## src/rtl/veririsc_pkg.sv

```systemverilog
// veririsc_pkg: opcode and phase encodings shared across the VeriRISC blocks
package veririsc_pkg;
  localparam int PHASE_W = 3;
  typedef enum logic [2:0] {HLT, SKZ, ADD, AND, XOR, LDA, STO, JMP} opcode_e;
  typedef enum logic [PHASE_W-1:0] {INST_ADDR, INST_FETCH, INST_LOAD, IDLE, OP_ADDR, OP_FETCH, ALU_OP, STORE} phase_e;
  function automatic logic is_aluop(input logic [2:0] op);
    return op inside {ADD, AND, XOR, LDA};
  endfunction
endpackage

```

## src/rtl/controller_phase_counter.sv

```systemverilog
// phase_counter: wrapping instruction-phase counter with hold enable
module phase_counter
  import veririsc_pkg::*;
(
  input  logic               clk,
  input  logic               rst_n,
  input  logic               en,
  output logic [PHASE_W-1:0] count
);
  // advance one phase per enabled cycle, wrapping naturally at the top
  always_ff @(posedge clk or negedge rst_n)
    if (!rst_n) count <= '0;
    else if (en) count <= count + 1'b1;
endmodule

```

## src/rtl/controller.sv

```systemverilog
// controller: VeriRISC instruction sequencer; memory-wait stall enabled by VERIRISC_STALL_EN
module controller
  import veririsc_pkg::*;
#(
  parameter int WIDTH = 8
) (
  input  logic       clk,
  input  logic       rst_n,
  input  logic [2:0] opcode,
  input  logic       zero,
`ifdef VERIRISC_STALL_EN
  input  logic       stall,
`endif
  output logic       sel,
  output logic       rd,
  output logic       ld_ir,
  output logic       inc_pc,
  output logic       ld_pc,
  output logic       ld_ac,
  output logic       wr,
  output logic       data_e,
  output logic       halt,
  output logic [2:0] phase
);
  if (WIDTH < 1) begin : g_bad_width
    $error("WIDTH must be positive");
  end
  logic r_halted;
  logic w_stall;
  logic w_halt_now;
  logic w_aluop;
`ifdef VERIRISC_STALL_EN
  assign w_stall = stall & ~r_halted;
`else
  assign w_stall = 1'b0;
`endif
  assign w_halt_now = (phase == OP_ADDR) && (opcode == HLT);
  assign w_aluop    = is_aluop(opcode);
  // phase freezes once halted, while stalled, and on the edge that enters halt
  phase_counter u_phase (
    .clk  (clk),
    .rst_n(rst_n),
    .en   (~r_halted & ~w_stall & ~w_halt_now),
    .count(phase)
  );
  // halted is sticky until reset; a stalled HLT waits for the stall to clear
  always_ff @(posedge clk or negedge rst_n)
    if (!rst_n) r_halted <= 1'b0;
    else r_halted <= r_halted | (w_halt_now & ~w_stall);
  // per-phase strobe decode, then stall masks the edge-sensitive strobes
  always_comb begin
    sel    = 1'b0;
    rd     = 1'b0;
    ld_ir  = 1'b0;
    inc_pc = 1'b0;
    ld_pc  = 1'b0;
    ld_ac  = 1'b0;
    wr     = 1'b0;
    data_e = 1'b0;
    halt   = r_halted;
    if (!r_halted)
      case (phase)
        INST_ADDR:  sel = 1'b1;
        INST_FETCH: {sel, rd} = 2'b11;
        INST_LOAD,
        IDLE:       {sel, rd, ld_ir} = 3'b111;
        OP_ADDR:    {inc_pc, halt} = {1'b1, opcode == HLT};
        OP_FETCH:   rd = w_aluop;
        ALU_OP:     {rd, inc_pc, ld_pc, data_e} = {w_aluop, opcode == SKZ && zero, opcode == JMP, opcode == STO};
        STORE:      {rd, ld_ac, ld_pc, wr, data_e} = {w_aluop, w_aluop, opcode == JMP, opcode == STO, opcode == STO};
        default:    ;
      endcase
    if (w_stall) {ld_ir, inc_pc, ld_pc, ld_ac, wr} = 5'b0;
  end
endmodule

```

## config.mk

```make
export PLATFORM = sky130hd
export DESIGN_NAME = controller
export DESIGN_NICKNAME = d
export VERILOG_FILES = /design/src/rtl/veririsc_pkg.sv /design/src/rtl/controller_phase_counter.sv /design/src/rtl/controller.sv
export SDC_FILE = /design/constraint.sdc
export NUM_CORES = 1
export LEC_CHECK = 0
export ABC_CLOCK_PERIOD_IN_PS = 1800
export CAP_MARGIN = 10
export CORE_AREA = 2 2 39 41
export CTS_CLUSTER_DIAMETER = 100
export CTS_CLUSTER_SIZE = 25
export DETAILED_ROUTE_END_ITERATION = 10
export DIE_AREA = 0 0 41 43
export GPL_ROUTABILITY_DRIVEN = 0
export MAX_ROUTING_LAYER = met4
export PLACE_DENSITY = 0.65
export SLEW_MARGIN = 10
export SYNTH_ARGS = -nofsm -noshare
export SYNTH_HDL_FRONTEND = slang
export SYNTH_SLANG_ARGS = --single-unit
```

## constraint.sdc

```tcl
create_clock -name clk -period 1.8 [get_ports clk]
set_clock_uncertainty 0.05 [all_clocks]
set_input_delay 0.18 -clock clk [delete_from_list [all_inputs] [get_ports clk]]
set_output_delay 0.18 -clock clk [all_outputs]
set_load 0.1 [all_outputs]
```

==> results.md <==
- Outcome: finished with violations
- Failing checks: negative setup slack
- All-Layer GR Usage: 0.189
- Crit path DAT: 1690 ps
- First drt pass iteration count: 4
- Post-synth cell types: 20
- Worst Path Required: 1570 ps
- Tightest Pin Transition: 402 ps
- CTS tree: yes
- Initial antenna violation count: 0
- Die height: 43 um
- Max cap viols: 0
- Avg Cell Area, Syn: 9.00 um^2
- Sink Count: 4
- Area Overhead vs Synth: 184%
- Vias in the first global route: 475
- Final Max Slew Viols: 0
- Final wirelength: 1260 um
- Die X-Extent: 41 um
- Sequential cell area fraction in the yosys report: 0.265
- Final setup viols: 7
- Element type at the critical path end: output pin
- Per-cell routed wire length: 13.9 um
- Most common cell after layout, fill and taps aside: buf_12
- Setup TNS: -647 ps
- # DRC: 0
- Die area: 1760 um^2
- Slew HR: 0.732
- H-tree depth: 1
- CP Max Fanout: 4
- Post-synthesis cell area: 378 um^2
- Initial DRC Count: 4
- Port Buffers: 17
- Busiest grt layer: met2
- Final ANT Viol Nets: 0
- Syn. warnings: 0
- Later-pin clock latency in the skew report: 250 ps
- Largest net degree at the start of global routing: 9
- Register bit count reported by yosys: 4
- Via density: 4.82
- CTS Hold Bufs: 0
- Final WS setup: -123 ps
- Antenna diode count: 0
- Layout Nets: 89
- Dpl hpwl: 996 um
- RSZ-0062 raised after global routing: yes
- Post-synth EDFFs: 0
- Global-route met2 utilization: 0.338
- Starting Density: 0.273
- Boundary Pins: 18
- Row count: 14
- Share of layout cells above drive strength 1: 0.787
- Syn Inst Count: 42
- Hold Path Class: primary input to async pin
- Critical path class: flip-flop to output pin
- CTS max path bufs: 2
- Fin crit period: 1920 ps
- Top_reg_cell synth: dfrtp_1
- CP Launch Type: flip-flop
- Commonest cells after routing, fill and taps aside: buf_12, buf_4, a21oi_4
- Root buf cell: clkbuf_4
- Asr flop ratio synth: 1.00
- GRT met3 Usage: 0.0314
- Final Hold Violating Endpoints: 0
- CTS Buf Count: 3
- Syn nets: 55
- CTS clock-pin slew for the worst setup and hold paths: 50 ps
- Core ar.: 1380 um^2
- First-pass GRT wire length: 2160 um
- Achievable Freq: 520 MHz
- Met1 usage: 0.186
- Post-route clock period utilization: 1.07
- Grt ovf: 0
- Vias: 439
==> cells by family (layout without fill, tap and decap cells) <==
logic type | Yosys count | in the layout | share of synthesized area
AND/OR/NAND/NOR | 13 | 13 | 0.205
AO/OA/AOI/OAI | 10 | 10 | 0.162
adder cells (fa/ha/maj) | 7 | 7 | 0.232
buffers and inverters | 5 | 38 | 0.0496
flip-flops | 4 | 4 | 0.265
XOR/XNOR | 2 | 2 | 0.0464
multiplexers | 1 | 1 | 0.0397
==> synthesized netlist by cell type (2+ instances only) <==
cell     count  area share
a21oi_1      5       0.066
dfrtp_1      4        0.26
ha_1         7        0.23
inv_1        4       0.040
nand2_1      2       0.020
nor2_1       3       0.030
nor3_1       2       0.026
o21ai_0      2       0.026
xnor2_1      2       0.046
==> flip-flops by register name (all words and copies together) (netlist names) <==
signal         cells
r_halted           1
u_phase.count      3
==> path summary, 6_finish.rpt <==
check / from / to / slack [ps] / cells past startpoint
min: rst_n / u_phase.count[2] / 80 / 1
max: u_phase.count[1] / halt / -120 / 6
max in group asynchronous: rst_n / u_phase.count[0] / 1420 / 1
max reg2reg: u_phase.count[1] / u_phase.count[1] / 60 / 6
min in group clk: r_halted / u_phase.count[2] / 710 / 1
min reg2reg: r_halted / u_phase.count[2] / 710 / 1
==> area by class of cell <==
cell class | count | area [um^2]
Multi-Input combinational cell | 33 | 498
Sequential cell | 4 | 111
Inverter | 4 | 26.3
Fill cell | 90 | 309
Clock buffer | 4 | 26.3
Tap cell | 16 | 20.0
Timing Repair Buffer | 30 | 393
==> worst max-delay path, stage by stage (launching register included) <==
cell	delay (ps)
dfrtp_4	520
inv_4	90
ha_4	140
nor4b_4	290
a21oi_4	120
clkinvlp_4	110
buf_12	170
==> per-stage QoR <==
stage / instances / setup WS [ps] / instance area, um^2 / utilization / hold slack [ps]
6_report: 91 / -123 / 1070 / 0.777 / 80.2
5_1_grt: 91 / -189 / 1070 / 0.777 / 83.7
4_1_cts: 89 / -128 / 1020 / 0.740 / 75.7
3_5_place_dp: 83 / -55.1 / 920 / 0.665 / 346
3_3_place_gp: 83 / -19.9 / 920 / 0.665 / 343
2_1_floorplan: 42 / -514 / 546 / - / -166
==> layer usage <==
layer  part of all wire  vias to the layer above  wire length [um]
li1                   -                      217                 -
met1               0.35                      202               438
met2               0.59                       18               746
met3              0.046                        2                58
met4              0.015                        0                19
met5                  0                        -                 0
==> repair_timing <==
item / 4_1_cts / 5_1_grt
setup buffers: 2 / 3
setup endpoints to repair: 8 / 9
gates resized for setup: 16 / 7
pin swaps: 6 / 7
endpoints found under the hold margin: 0 / 0
Power is not shown: default switching activity piles up to over one toggle a cycle in this logic, so the estimate is an artifact.
